`src/rtl/exp_seq_buf.sv`:
```
// rtl/exp_seq_buf.sv - expected node sequence storage with fill counter and full flag
module exp_seq_buf #(
  parameter  int NODE_W = 5,
  parameter  int DEPTH  = 16,
  localparam int IDX_W  = $clog2(DEPTH),
  localparam int CNT_W  = IDX_W + 1
) (
  input  logic              i_clk,
  input  logic              i_reset,   // asynchronous, active-low
  input  logic              i_push,
  input  logic              i_clear,
  input  logic [NODE_W-1:0] i_wdata,
  input  logic [IDX_W-1:0]  i_raddr,
  output logic [NODE_W-1:0] o_rdata,
  output logic [CNT_W-1:0]  o_loaded,
  output logic              o_full
);

  logic [NODE_W-1:0] r_mem [DEPTH];
  logic [CNT_W-1:0]  r_loaded;
  logic              r_full;
  logic              w_room;

  assign w_room = (r_loaded != CNT_W'(DEPTH));

  // Storage is deliberately not reset; only the fill pointer defines valid entries
  always_ff @(posedge i_clk) begin
    if (i_push && w_room && !i_clear) begin
      r_mem[r_loaded[IDX_W-1:0]] <= i_wdata;
    end
  end

  // Fill counter advances on accepted pushes; a push with no room sets the sticky full flag
  always_ff @(posedge i_clk or negedge i_reset) begin
    if (!i_reset) begin
      r_loaded <= '0;
      r_full   <= 1'b0;
    end else if (i_clear) begin
      r_loaded <= '0;
      r_full   <= 1'b0;
    end else if (i_push) begin
      if (w_room) begin
        r_loaded <= r_loaded + 1'b1;
      end else begin
        r_full <= 1'b1;
      end
    end
  end

  assign o_rdata  = r_mem[i_raddr];
  assign o_loaded = r_loaded;
  assign o_full   = r_full;

endmodule

```
`config.mk`:
```
export PLATFORM = sky130hd
export DESIGN_NAME = exp_seq_buf
export DESIGN_NICKNAME = d
export VERILOG_FILES = /design/src/rtl/exp_seq_buf.sv
export SDC_FILE = /design/constraint.sdc
export NUM_CORES = 1
export LEC_CHECK = 0
export CAP_MARGIN = 20
export CORE_ASPECT_RATIO = 1.2
export CORE_UTILIZATION = 60
export CTS_BUF_LIST = sky130_fd_sc_hd__clkbuf_8
export DETAILED_ROUTE_END_ITERATION = 12
export PLACE_DENSITY = 0.91
export SLEW_MARGIN = 20
export SYNTH_ARGS = -nofsm -noshare
export SYNTH_HDL_FRONTEND = slang
export SYNTH_SLANG_ARGS = --single-unit
```
`constraint.sdc`:
```
create_clock -name i_clk -period 2.23 [get_ports i_clk]
set_clock_uncertainty 0.1 [all_clocks]
set_input_delay 0.446 -clock i_clk [delete_from_list [all_inputs] [get_ports i_clk]]
set_output_delay 0.446 -clock i_clk [all_outputs]
set_load 0.02 [all_outputs]
```
==> results.cfg <==
[cells_and_area]
antenna_cells = 0
fill_cells = 301
layout-drive-gt1-share_pct = 31.9
layout_commonest_cell = edfxtp_1
final_cell_mix = edfxtp_1 (80), mux4_2 (20), and2_1 (15), buf_4 (15), clkdlybuf4s50_1 (14)
nets = 250
area_growth_pct = 23.9
final_cell_area_um2 = 4330

[synth]
synth.avg_cell_area_um2 = 18.9
ys_types = 28
synth-warning-count = 0
syn_area_um2 = 3500
synth-seq-cells = 86
ys_seq_area_share_pct = 73.0
syn_inst = 185
syn-num-nets = 202

[drt]
drtAntennaViolNets = 0
dr_total_vias = 1919
wl_um = 7120
vias_per_cell = 6.35
routedWlPerCell_um = 23.6
drt_iter0_markers = 182
dr.pass1.iters = 5
remaining_drc_errors = 0

[critical_path]
cp-start-kind = register
rrSetupSlack_ns = 0.27
r2r_end = r_mem[1][0]
critPathMaxFanout = 1
cp.arrival_ns = 1.68
required_ns = 1.68
r2r_start = o_loaded[0]
worstSetupEndpointType = primary output
rr_worst_depth = 5
criticalPathCategory = reg2out

[run_status]
status = finished, violations left
violations = negative setup slack

[floorplan]
rows = 30
core-area_um2 = 5630
die_w_um = 71.7
die-area_um2 = 6140
start_util_pct = 62.1
fp.dieH_um = 85.6
ioPinCount = 24

[clock_network]
htreeDepth = 3
cts_num_sinks = 86
cts_buffers = 9
cts_root_buf = clkbuf_8
insertion_delay_ns = 0.35
cts_tree = done
cts.path.max_buffers = 2
ctsHoldBuffers = 0
clk_pin_slew_ns = 0.08

[timing]
hold_viol_final = 0
drv_slew = 0
timing.final.crit_share_pct = 100
finalSetupTns_ns = -0.000871
fmax_mhz = 448
slew_headroom_pct = 57.9
rsz0062_at_grt = yes
worst_slack_ns = -0.000871
period_minus_slack_ns = 2.23
tightest_slew_ns = 0.629
setup_violations = 1

[placement]
dpl_cell_area_um2 = 3950
hpwl_um = 4780
place_ws_ns = -0.906
finalWeightedCongestion = 0.805
port_buffers = 23

[job]
maxCapViolCount = 0

[power_and_ir_drop]
leakage_nw = 1.50
vdd_ir_drop_max_mv = 0.565
p_per_area_nw_per_um2 = 772
power.total_mw = 3.34

[worst_hold_path]
hp-class = in2async

[grt]
grt_usage_pct = 25.9
overflow = 0
antenna_found_initial = 0
grt_first_pass_wirelength_um = 10900
first_global_vias = 2024
grt_max_degree = 17
[per-layer routing]
metal | GRT usage, % | share of wire (%) | wire (µm) | vias to the layer above
met4 | 10.3 | 2.1 | 148 | 0
met3 | 6.11 | 4.8 | 344 | 12
met5 | 0 | 0 | 0 | -
met1 | 31.8 | 37 | 2660 | 981
li1 | - | - | - | 844
met2 | 44.7 | 56 | 3970 | 82
[power by group]
group          internal (mW)  switching [mW]
logic                  0.136           0.138
clock network          0.749           0.543
registers               1.77         0.00459
total                   2.66           0.686
[state kept, by name, summed over array words and instances, names as in the netlist]
signal,cells
o_loaded,5
r_mem,80
o_full,1
[worst max-delay path by stage]
stage,start,end,slack [ns],cells past startpoint
final,r_mem[0][0],o_rdata[0],-0.0009,4
after global routing,r_mem[7][3],o_rdata[3],-0.05,4
after CTS,r_mem[3][0],o_rdata[0],0.0005,4
after detailed placement,i_raddr[0],o_rdata[1],-0.91,7
after global placement,i_raddr[0],o_rdata[1],-0.87,6
after floorplan,o_loaded[0],r_mem[3][0],0.06,4
[final cells by class]
type | instances | area [µm²] | share of cell area (%)
multi-input combinational | 87 | 945 | 21.8
clock buffer | 9 | 124 | 2.86
inverter | 4 | 15.0 | 0.347
clock inverter | 7 | 121 | 2.80
tap | 64 | 80.1 | 1.85
sequential | 86 | 2550 | 58.9
timing repair buffer | 45 | 495 | 11.4
[cells in the mapped netlist]
master      n  area share, %
a21oi_1     4           0.57
nor2b_1     2           0.36
and4b_1     1           0.29
buf_6       1           0.32
and2_1     15            2.7
xor2_1      2           0.50
nand4bb_1   1           0.32
dfrtp_1     6            4.3
nor2_1      4           0.43
buf_4       2           0.43
and4bb_1    1           0.36
or4_1       1           0.21
nand2_1     5           0.54
nand3_1    12            1.7
a211o_1     1           0.25
buf_2       2           0.29
clkbuf_1    2           0.21
nand4_1     2           0.36
inv_1       4           0.43
nor3_1      1           0.14
o21ai_0     3           0.43
nor4b_1     2           0.50
ha_1        4            1.4
a22oi_1     5            1.1
mux4_2     20             13
nor4_1      1           0.18
buf_1       1           0.11
edfxtp_1   80             69
[critical path: stages, from the launching register on]
cell and delay (ns):
edfxtp_1 0.41, mux4_2 0.49, a22oi_2 0.18, nand3_1 0.11, buf_6 0.14
[what timing repair did]
action	in CTS	in global routing
cloned	2	0
gates resized for setup	52	7
buffers inserted	1	0
endpoints found under the setup margin	5	5
pin swaps	6	4
[stage by stage]
| stage | util (%) | hold WS, ns | instances |
|---|---|---|---|
| after floorplan | - | 0.0504 | 185 |
| after global placement | 70.2 | 0.414 | 283 |
| after detailed placement | 70.2 | 0.430 | 283 |
| after CTS | 76.5 | 0.238 | 302 |
| after global routing | 77.0 | 0.237 | 302 |
| final | 77.0 | 0.245 | 302 |
[logic make-up after synthesis]
kind of cell               synth area share [%]
xor gates and xnor gates                  0.501
and+or+nand+nor                            8.09
muxes                                      12.9
AOI/OAI and AO/OA                          2.33
DFF                                        73.0
adders and majority gates                  1.43
buffers and inverters                      1.79
Note: power is estimated with default switching activity, not from simulation.
